==> config.mk <==
export PLATFORM = sky130hd
export DESIGN_NAME = input_debouncer
export DESIGN_NICKNAME = d
export VERILOG_FILES = /design/src/rtl/input_debouncer.sv
export SDC_FILE = /design/constraint.sdc
export NUM_CORES = 1
export LEC_CHECK = 0
export CAP_MARGIN = 20
export CORE_AREA = 2 2 39 41
export CTS_CLUSTER_DIAMETER = 60
export DETAILED_ROUTE_END_ITERATION = 7
export DIE_AREA = 0 0 41 43
export DONT_BUFFER_PORTS = 1
export GPL_ROUTABILITY_DRIVEN = 0
export SKIP_LAST_GASP = 1
export SLEW_MARGIN = 40
export SYNTH_ARGS = -nofsm -noshare
export SYNTH_HDL_FRONTEND = slang
export SYNTH_SLANG_ARGS = --single-unit
==> constraint.sdc <==
create_clock -name clk -period 1.5 [get_ports clk]
set_input_delay 0.225 -clock clk [delete_from_list [all_inputs] [get_ports clk]]
set_output_delay 0.225 -clock clk [all_outputs]
set_load 0.05 [all_outputs]
==> src/rtl/input_debouncer.sv <==
// ---------------------------------------------------------------------------
// input_debouncer
// Two-channel synchronizer + debouncer for slow, noisy external inputs.
// Each raw input passes through a SYNC_STAGES-deep synchronizer. deb_x follows
// the synchronized level only after that level has differed from deb_x for
// CNT_MAX consecutive cycles. chg pulses for one cycle on any accepted change.
// busy is the only combinational output.
//
// Optional feature macro: DEBOUNCE_LOCKOUT_EN
//   When defined, a channel ignores mismatches for CNT_MAX cycles after each
//   accepted change. Reset clears the lockout.
// ---------------------------------------------------------------------------
module input_debouncer #(
    parameter int unsigned CNT_MAX     = 4,
    parameter int unsigned SYNC_STAGES = 2
) (
    input  logic clk,
    input  logic rst_n,
    input  logic raw_1,
    input  logic raw_2,
    output logic deb_1,
    output logic deb_2,
    output logic chg,
    output logic busy
);

    localparam int unsigned NCH = 2;
    localparam int unsigned CW  = $clog2(CNT_MAX + 1);
    localparam logic [CW-1:0] CNT_LAST = CW'(CNT_MAX - 1);

    logic [NCH-1:0] raw_c;
    logic [NCH-1:0] sync_c;
    logic [NCH-1:0] deb_c;
    logic [NCH-1:0] upd_c;
    logic           chg_q;
    logic           chg_d;

    assign raw_c = {raw_2, raw_1};

    for (genvar g = 0; g < NCH; g++) begin : g_ch
        logic [SYNC_STAGES-1:0] sync_q;
        logic [SYNC_STAGES-1:0] sync_d;
        logic [CW-1:0]          cnt_q;
        logic [CW-1:0]          cnt_d;
        logic                   deb_q;
        logic                   deb_d;
        logic                   upd_c_l;
        logic                   hold_c;
        logic                   mism_c;

        assign mism_c = (sync_q[SYNC_STAGES-1] != deb_q);

`ifdef DEBOUNCE_LOCKOUT_EN
        logic [CW-1:0] lock_q;
        logic [CW-1:0] lock_d;

        // Lockout timer: loaded on each accepted change, then counts down to idle.
        always_comb begin
            lock_d = lock_q;
            if (upd_c_l) begin
                lock_d = CW'(CNT_MAX);
            end else if (lock_q != '0) begin
                lock_d = lock_q - CW'(1);
            end
        end

        assign hold_c = (lock_q != '0);

        // Lockout timer register.
        always_ff @(posedge clk) begin
            if (!rst_n) begin
                lock_q <= '0;
            end else begin
                lock_q <= lock_d;
            end
        end
`else
        assign hold_c = 1'b0;
`endif

        // Synchronizer shift: raw enters stage 0, last stage is the clean level.
        always_comb begin
            sync_d = {sync_q[SYNC_STAGES-2:0], raw_c[g]};
        end

        // Stability counter: accept the new level after CNT_MAX mismatching cycles.
        always_comb begin
            cnt_d   = '0;
            deb_d   = deb_q;
            upd_c_l = 1'b0;
            if (hold_c || !mism_c) begin
                cnt_d = '0;
            end else if (cnt_q == CNT_LAST) begin
                cnt_d   = '0;
                deb_d   = sync_q[SYNC_STAGES-1];
                upd_c_l = 1'b1;
            end else begin
                cnt_d = cnt_q + CW'(1);
            end
        end

        // Per-channel state registers.
        always_ff @(posedge clk) begin
            if (!rst_n) begin
                sync_q <= '0;
                cnt_q  <= '0;
                deb_q  <= 1'b0;
            end else begin
                sync_q <= sync_d;
                cnt_q  <= cnt_d;
                deb_q  <= deb_d;
            end
        end

        assign sync_c[g] = sync_q[SYNC_STAGES-1];
        assign deb_c[g]  = deb_q;
        assign upd_c[g]  = upd_c_l;
    end

    // One pulse per edge on which either channel accepted a change.
    always_comb begin
        chg_d = |upd_c;
    end

    // Change pulse register.
    always_ff @(posedge clk) begin
        if (!rst_n) begin
            chg_q <= 1'b0;
        end else begin
            chg_q <= chg_d;
        end
    end

    assign deb_1 = deb_c[0];
    assign deb_2 = deb_c[1];
    assign chg   = chg_q;
    assign busy  = |(sync_c ^ deb_c);

endmodule

# Yosys cells after proc, flatten, opt, wreduce, memory -nomap -nowiden
# Cells that the tools add are included.
# word_totals
in_bits,4
reg_bits,13
wordCells,27
# op_classes
muxes,4
eq_ne,4
addsub,2
n_bitwise,4
reduce_logical,6
# ops
cell,n
"adder 3 x 1 -> 3 bit, second input constant",2
"equality test 3 x 2 -> 1 bit, second input constant",2
OR reduction 3 bit,2
2-to-1 mux 1 bit,4
AND reduction 2 bit,2
OR reduction 2 bit,2
inverter 1 bit,3
inequality test 1 bit,2
XOR 2 bit,1

# Depth between registers and ports, before layout
# Gate-level depths: netlist of the first run.
# logic_depth
word_depth,4
mapped_depth,4
ltp_nobuf,4

# Worst setup path after synthesis of the first run
# Ideal clock, no wire load.
# synth_timing
path_type,register to output
from,reg g_ch[0].deb_q (netlist: deb_1)
to,out busy
required_time_ps,1275
path_slack_ps,14
n_path_buf,0
path_stages_with_launch,3
arrival_time_ps,1261
cell_sequence,dfxtp_1 > xnor2_1 > nand2_1
# synth_via
elab_chain_len,2
# synth_lines
item,line_no,source
start: declaration,45,logic deb_q;
start signal: assignment,107,deb_q <= 1'b0;
start signal: assignment,111,deb_q <= deb_d;
XOR 2 bit,137,assign busy = |(sync_c ^ deb_c);
OR reduction 2 bit,137,
end: declaration,24,output logic busy
# No other way between the ends.

# Worst setup path in the final report of the first run
# layout_timing
from,reg g_ch[1].deb_q (netlist: deb_2)
to,out busy
# layout_via
elab_chain_len,2
# layout_lines
item,line_no
start: declaration,45
start signal: assignment,107
start signal: assignment,111
XOR 2 bit,137
OR reduction 2 bit,137
# No other way between the ends.

==> results of run 1 <==
[final cells by class]
type	count	area, sq um
flip-flops and latches	13	260
inverters	2	7.51
repair buffers	4	30.0
clock buffers	4	26.3
well taps	16	20.0
multi-input cells	26	203
fillers	143	837
[per-stage QoR]
step / cell area, sq um / worst slack (ns) / utilization, % / cells / power (uW)
2_1_floorplan: 470 / 0.0141 / - / 41 / 382
3_3_place_gp: 520 / 0.362 / 37.6 / 61 / 388
3_5_place_dp: 520 / 0.370 / 37.6 / 61 / 388
4_1_cts: 547 / 0.111 / 39.5 / 65 / 598
5_1_grt: 547 / 0.0479 / 39.5 / 65 / 619
6_report: 547 / 0.132 / 39.5 / 65 / 584
[sequential cells by signal, indices dropped and copies added (netlist names)]
register and cells:
g_ch.cnt_q 6, g_ch.sync_q 4, chg 1, deb_1 1, deb_2 1
[layer usage]
layer,wire (um),part of all wire [%],vias to the layer above
li1,-,-,153
met1,268,47,123
met2,253,45,8
met3,38,6.7,2
met4,8,1.4,0
met5,0,0,-
[synth_stat cells]
cell type	instances	area, sq um
and2_1	4	25.0
dfxtp_1	13	260
ha_1	4	50.1
inv_1	2	7.51
mux2i_1	2	20.0
nand2_1	3	11.3
nand2b_1	2	12.5
nor2b_1	2	12.5
nor3_1	4	20.0
nor3b_1	1	7.51
nor3b_2	1	12.5
o22ai_1	1	6.26
xnor2_1	1	8.76
xnor2_2	1	16.3
[worst paths after layout]
| path | endpoint | slack [ns] | depth (start not counted) |
|---|---|---|---|
| worst max-delay path | busy | 0.13 | 3 |
| worst min-delay path | g_ch[0].sync_q[1] | 0.07 | 1 |
| worst max register to register | g_ch[1].cnt_q[1] | 0.36 | 4 |
| worst min register to register | g_ch[0].cnt_q[0] | 0.43 | 1 |
[worst max-delay path, stage by stage, from the launching register on]
cell and delay (ns):
dfxtp_1 0.33, xnor2_2 0.26, nand2_1 0.09, buf_4 0.19
[power by group through the flow]
stage	combinational [uW]	sequential, uW	clock [uW]
2_1_floorplan	19.9	362	0
3_3_place_gp	25.9	363	0
3_5_place_dp	25.7	363	0
4_1_cts	25.7	354	218
5_1_grt	27.4	355	237
6_report	25.4	354	204
[cell families (layout without fill, tap and decap cells)]
logic type / after synthesis / after routing / share of synthesized area [%]
AND/OR/NAND/NOR: 17 / 17 / 21.5
flip-flops: 13 / 13 / 55.3
adder cells (fa/ha/maj): 4 / 4 / 10.6
XOR/XNOR: 2 / 2 / 5.32
multiplexers: 2 / 2 / 4.26
buffers and inverters: 2 / 10 / 1.60
AO/OA/AOI/OAI: 1 / 1 / 1.33
[placed cells by master (no fill, tap or decap)]
| cell type | netlist | final |
|---|---|---|
| nor2b_1 | 2 | 2 |
| o22ai_1 | 1 | 1 |
| xnor2_1 | 1 | 1 |
| ha_1 | 4 | 4 |
| buf_4 | 0 | 4 |
| dfxtp_1 | 13 | 13 |
| mux2i_1 | 2 | 2 |
| clkbuf_1 | 0 | 1 |
| xnor2_2 | 1 | 1 |
| and2_1 | 4 | 4 |
| nand2b_1 | 2 | 2 |
| nand2_1 | 3 | 3 |
| inv_1 | 2 | 2 |
| nor3_1 | 4 | 4 |
| clkbuf_4 | 0 | 3 |
| nor3b_1 | 1 | 1 |
| nor3b_2 | 1 | 1 |
==> run_results.csv, run 1 <==
group,metric,value,unit
status,status,"complete, no violations",
clock_tree,clk_latency,0.27,ns
route,wl_per_cell,8.74,um
die,fp.dieW,41,um
global_routing,first_global_vias,237,
power_and_ir_drop,p_sw,118,uW
route,via_count,286,
layout,final_nets,58,
clock_tree,cts_buffer_depth,2,
clock_tree,cts_buffers,3,
power_and_ir_drop,p_comb_share,4.4,%
die,core,1380,sq um
worst_setup_path,crit_required,1.27,ns
logic_synthesis,synthesis.instances,41,
logic_synthesis,synth_fp_nets,49,
route,first_pass_iters,1,
timing,clock.fmax,731,MHz
layout,diodes,0,
logic_synthesis,seq_area_frac_synth,55.3,%
global_routing,busiest_layer,"met2",
die,die_y,43,um
route,viasPerCell,4.40,
global_routing,globalRouteMet2Util,11.3,%
timing,fin_crit,1.37,ns
power_and_ir_drop,switching_share,20.3,%
die,io_pins,8,
clock_tree,post_cts_buffers,0,
global_routing,antenna_found_initial,0,
die,dieArea,1760,sq um
global_routing,grt_use_total,9.07,%
layout,areaGrowthSynthToFinish,16.2,%
worst_setup_path,crit_start,"deb_2",
global_routing,gr-usage-met3,6.81,%
timing,whs,0.0745,ns
logic_synthesis,synth-seq-cells,13,
power_and_ir_drop,ir_worst_vdd,402,uV
worst_hold_path,min_path_type,"in2reg",
place,dpl.hpwl,439,um
route,wl,568,um
place,io_buffers,0,
power_and_ir_drop,p_int,466,uW
global_routing,grt-ovfl-total,0,
timing,fin_crit_sh,91.2,%
clock_tree,root_buffer,"clkbuf_4",
worst_setup_path,r2r-start,"g_ch[1].cnt_q[0]",
clock_tree,hold_buffers,0,
logic_synthesis,synth_area_per_cell,11.5,sq um
clock_tree,clk_transition_reported_paths,0.07,ns
clock_tree,htree_levels,1,
power_and_ir_drop,p_seq_share,60.7,%
timing,max_slew_margin,68.7,%
route,ant_nets,0,
worst_setup_path,worstPathMaxFanout,5,
worst_setup_path,crit_path_end_kind,"primary output",
global_routing,grt_util_met1,9.45,%
power_and_ir_drop,p_clk_share,35.0,%
flow_run,maxCapViolations,0,
die,start_util,34.0,%
timing,maxSlewViolCount,0,
logic_synthesis,netlist_area,470,sq um
clock_tree,cts_resized,0,
clock_tree,cts_sinks,13,
global_routing,grt_pass1_wl,979,um
layout,drive_gt1_share,18.4,%
timing,setup_viol,0,
timing,timing_worst_slew_pin_value,0.469,ns
route,drt-initial-drc-count,0,
die,row_count,14,
worst_setup_path,start_kind,"flip-flop",
timing,grt_setup_unrepaired,"false",
global_routing,grt_max_degree,11,
clock_tree,cts_tree,"built",
worst_setup_path,critPathKind,"reg2out",
route,drc,0,
power_and_ir_drop,p_leak,0.000213,uW
power_and_ir_drop,p_per_area,1070,nW/um^2
worst_hold_path,hold_start,"rst_n",
timing,skew,0.000532,ns
logic_synthesis,yosys_warnings,0,
worst_setup_path,crit_arrival,1.14,ns
timing,hold_viol_final,0,
logic_synthesis,yosys.cell_types.count,14,
timing,tns,0,ns
No activity file was read; power rests on OpenSTA's default activity.
==> run 2, diff against run 1 <==
SETUP_SLACK_MARGIN = 0.15   (was unset)
==> run_results.csv, run 2 (synthesis gave the netlist of run 1 again) <==
group,metric,value,unit
timing,fin_ws,0.224,ns
die,row_count,14,
worst_setup_path,crit_family,"flip-flops",
worst_setup_path,critPathKind,"reg2out",
worst_hold_path,min_path_type,"in2reg",
timing,fin_crit_sh,85.1,%
place,place_inst,62,
timing,grt_setup_unrepaired,"false",
timing,max_slew_margin,68.1,%
layout,final_common_cell,"dfxtp_1",
clock_tree,clk_latency,0.28,ns
worst_setup_path,crit_path_max_incr_delay,0.34,ns
timing,maxSlewViolCount,0,
timing,clock.fmax,783,MHz
layout,areaGrowthSynthToFinish,20.2,%
layout,top_regs,"g_ch.cnt_q x6, g_ch.sync_q x4",
layout,regArea,263,sq um
worst_setup_path,crit_path_end_kind,"primary output",
route,first_pass_iters,2,
layout,drive_gt1_share,28.0,%
route,drt-initial-drc-count,2,
layout,largest_register_ffs,6,
layout,fillers,140,
clock_tree,htree_levels,1,
route,viasPerCell,4.36,
power_and_ir_drop,p_per_area,1060,nW/um^2
timing,tns,0,ns
global_routing,grt_use_total,8.92,%
layout,multi_input_area,210,sq um
global_routing,grt_max_degree,11,
status,status,"complete, no violations",
die,start_util,34.0,%
route,ant_nets,0,
clock_tree,cts_buffer_depth,2,
clock_tree,root_buffer,"clkbuf_4",
place,pre_cts_ws,0.354,ns
worst_setup_path,crit_arrival,1.05,ns
layout,regMostFlops,"g_ch.cnt_q",
clock_tree,clk_transition_reported_paths,0.09,ns
route,wl,639,um
timing,fin_crit,1.28,ns
clock_tree,cts_sinks,13,
layout,final_nets,59,
timing,timing_worst_slew_pin_value,0.478,ns
global_routing,grt_pass1_wl,1020,um
layout,diodes,0,
clock_tree,cts_tree,"built",
die,fp.dieW,41,um
route,drc,0,
die,dieArea,1760,sq um
global_routing,grt-ovfl-total,0,
power_and_ir_drop,p_leak,0.000223,uW
layout,fin_cells,66,
worst_setup_path,crit_path_top_delay_cell,"dfxtp_2",
power_and_ir_drop,ir_worst_vdd,607,uV
route,wl_per_cell,9.68,um
place,dpl.hpwl,476,um
global_routing,antenna_found_initial,0,
die,io_pins,8,
die,die_y,43,um
clock_tree,cts_buffers,3,
worst_setup_path,crit_required,1.27,ns
clock_tree,post_cts_buffers,0,
layout,final_cell_mix,"dfxtp_1, buf_4, and2_1, nor3_1, ha_1",
timing,hold_viol_final,0,
worst_setup_path,path_cells,"xnor2_2 > nand2_1 > buf_4",
worst_setup_path,worst-path-buf-inv,1,
timing,whs,0.0635,ns
die,core,1380,sq um
global_routing,first_global_vias,282,
route,via_count,288,
timing,skew,0.00907,ns
flow_run,maxCapViolations,0,
timing,setup_viol,0,
place,io_buffers,0,
worst_setup_path,worstPathMaxFanout,2,
worst_setup_path,start_kind,"flip-flop",
## run 2: cell count changes in the layout (fill, tap and decap cells not counted)
cell,change
buf_4,+1
clkbuf_1,-1
clkinv_2,+1
dfxtp_1,-2
dfxtp_2,+2
xnor2_1,-1
xnor2_2,+1
## run 2: power breakdown
| part | switching (uW) | internal (uW) | total, uW |
|---|---|---|---|
| clock | 118 | 98.7 | 217 |
| sequential | 3.13 | 351 | 355 |
| combinational | 15.1 | 13.2 | 28.2 |
## run 2: repair_timing
action / in CTS / in global routing
setup endpoints to repair: 0 / 1
gates resized for setup: 0 / 1
hold buffers: 0 / 0
## run 2: path summary, 6_finish.rpt
path,startpoint,endpoint,slack (ns),cells past startpoint
worst min-delay path,rst_n,g_ch[1].sync_q[1],0.06,1
worst max-delay path,deb_1,busy,0.22,3
worst max register to register,g_ch[0].cnt_q[0],g_ch[0].cnt_q[1],0.34,4
worst min register to register,g_ch[1].sync_q[0],g_ch[1].sync_q[1],0.43,1
## run 2: layout make-up
cell class / instances / share of cell area, %
clock buffers: 3 / 3.98
flip-flops and latches: 13 / 46.5
well taps: 16 / 3.54
repair buffers: 5 / 6.64
clock inverters: 1 / 0.885
multi-input cells: 26 / 37.2
inverters: 2 / 1.33
## run 2: metal layers
metal | GRT usage (%) | routed length [um]
met3 | 3.14 | 43
met5 | 0 | 0
met2 | 12.8 | 290
met1 | 9.60 | 305
met4 | 8.00 | 0
## run 2: stage by stage
step	utilization (%)	total power (uW)	area, sq um
detailed placement	38.3	390	531
floorplan	-	382	473
CTS	40.3	608	558
global route	40.9	621	566
finish	40.9	600	566
global placement	38.3	390	531
## run 2: worst reg2reg max path, delay by kind of cell, from the launching register on
family        cells  cell delay, ns
fa+ha+maj         2            0.41
simple gates      2            0.36
flops             1            0.32
==> run 3, diff against run 2 <==
REMOVE_ABC_BUFFERS = 1   (was unset)
==> run_results.csv, run 3 (synthesis gave the netlist of run 1 again) <==
group,metric,value,unit
layout,top_regs,"g_ch.cnt_q x6, g_ch.sync_q x4",
layout,regMostFlops,"g_ch.cnt_q",
route,wl_per_cell,9.02,um
global_routing,first_global_vias,247,
layout,final_common_cell,"dfxtp_1",
clock_tree,clk_transition_reported_paths,0.07,ns
power_and_ir_drop,p_sw,119,uW
layout,final_util,40.6,%
worst_setup_path,worstPathMaxFanout,2,
global_routing,grt_pass1_wl,1010,um
route,ant_nets,0,
worst_setup_path,crit_arrival,1.03,ns
timing,grt_setup_unrepaired,"false",
worst_setup_path,worst-path-buf-inv,1,
power_and_ir_drop,p_clk_share,34.8,%
route,wl_met1,267,um
die,fp.dieW,41,um
route,first_pass_iters,1,
clock_tree,cts_buffer_depth,2,
global_routing,antenna_found_initial,0,
worst_setup_path,critPathKind,"reg2out",
clock_tree,cts_tree,"built",
power_and_ir_drop,p_per_area,1040,nW/um^2
worst_setup_path,crit_path_top_delay_cell,"dfxtp_1",
route,drc,0,
flow_run,maxCapViolations,0,
power_and_ir_drop,ir_worst_vdd,418,uV
timing,fin_crit_sh,83.9,%
layout,largest_register_ffs,6,
power_and_ir_drop,p_comb_share,4.7,%
layout,fin_cells,66,
clock_tree,root_buffer,"clkbuf_4",
place,io_buffers,0,
route,via_count,299,
route,viasPerCell,4.53,
die,start_util,34.0,%
power_and_ir_drop,power,587,uW
timing,hold_viol_final,0,
power_and_ir_drop,p_int,467,uW
timing,clock.fmax,794,MHz
clock_tree,clk_latency,0.27,ns
timing,skew,0.000468,ns
worst_setup_path,crit_family,"flip-flops",
worst_setup_path,crit_required,1.27,ns
timing,setup_viol,0,
timing,maxSlewViolCount,0,
global_routing,grt-ovfl-total,0,
clock_tree,cts_buffers,3,
worst_setup_path,crit_path_end_kind,"primary output",
timing,fin_crit,1.26,ns
worst_setup_path,start_kind,"flip-flop",
power_and_ir_drop,switching_share,20.4,%
route,wl,595,um
route,drt-initial-drc-count,0,
worst_setup_path,crit_path_max_incr_delay,0.33,ns
status,status,"complete, no violations",
place,dpl.hpwl,439,um
timing,whs,0.0744,ns
layout,fillers,145,
route,met2_length,280,um
die,row_count,14,
worst_hold_path,min_path_type,"in2reg",
die,core,1380,sq um
timing,timing_worst_slew_pin_value,0.469,ns
place,place_inst,61,
timing,tns,0,ns
layout,diodes,0,
layout,areaGrowthSynthToFinish,19.4,%
layout,final_cell_mix,"dfxtp_1, buf_4, and2_1, nor3_1, ha_1",
die,die_y,43,um
die,dieArea,1760,sq um
power_and_ir_drop,p_leak,0.000219,uW
power_and_ir_drop,p_seq_share,60.4,%
worst_setup_path,path_cells,"xnor2_2 > nand2_1 > buf_4",
layout,final_nets,59,
die,io_pins,8,
layout,drive_gt1_share,22.0,%
global_routing,grt_max_degree,11,
clock_tree,htree_levels,1,
timing,max_slew_margin,68.7,%
route,top_layer,"met4",
clock_tree,cts_sinks,13,
route,dr_wl_met3,38,um
global_routing,grt_use_total,9.27,%
-- run 3: cell count changes in the layout (fill, tap and decap cells not counted), sizes merged --
| cell | before | now |
|---|---|---|
| clkinv | 1 | 0 |
| clkbuf | 3 | 4 |
-- run 3: path summary, 6_finish.rpt --
| check | start | to | slack (ns) | cells after the start |
|---|---|---|---|---|
| max | g_ch[1].sync_q[1] | busy | 0.24 | 3 |
| min | rst_n | g_ch[0].sync_q[1] | 0.07 | 1 |
| max reg2reg | g_ch[1].cnt_q[0] | g_ch[1].cnt_q[1] | 0.35 | 4 |
| min reg2reg | g_ch[0].cnt_q[0] | g_ch[0].cnt_q[0] | 0.43 | 1 |
-- run 3: area by class of cell --
class,instances,area [sq um],area share (%)
well taps,16,20.0,3.56
repair buffers,5,37.5,6.68
clock buffers,4,26.3,4.68
inverters,2,7.51,1.34
flip-flops and latches,13,260,46.3
multi-input cells,26,210,37.4
-- run 3: repair_timing --
action	in CTS	in global routing
hold buffers	0	0
buffers inserted	1	0
pin swaps	1	0
gates resized for setup	0	1
setup endpoints to repair	1	1
-- run 3: power groups by stage --
| stage | clock network [uW] | logic, uW | registers, uW |
|---|---|---|---|
| after detailed placement | 0 | 25.7 | 363 |
| after global placement | 0 | 25.9 | 363 |
| after CTS | 218 | 27.4 | 354 |
| after global routing | 237 | 29.8 | 355 |
| final | 204 | 27.8 | 355 |
| after floorplan | 0 | 19.9 | 362 |
-- run 3: stage by stage --
step           area, sq um  setup WS, ns
2_1_floorplan          470        0.0141
3_3_place_gp           520         0.362
3_5_place_dp           520         0.370
4_1_cts                554         0.205
5_1_grt                562         0.185
6_report               562         0.241
-- run 3: layer usage --
metal,vias to the layer above,global-route usage [%]
li1,157,-
met1,132,9.45
met2,8,11.9
met3,2,6.81
met4,0,8.00
met5,-,0
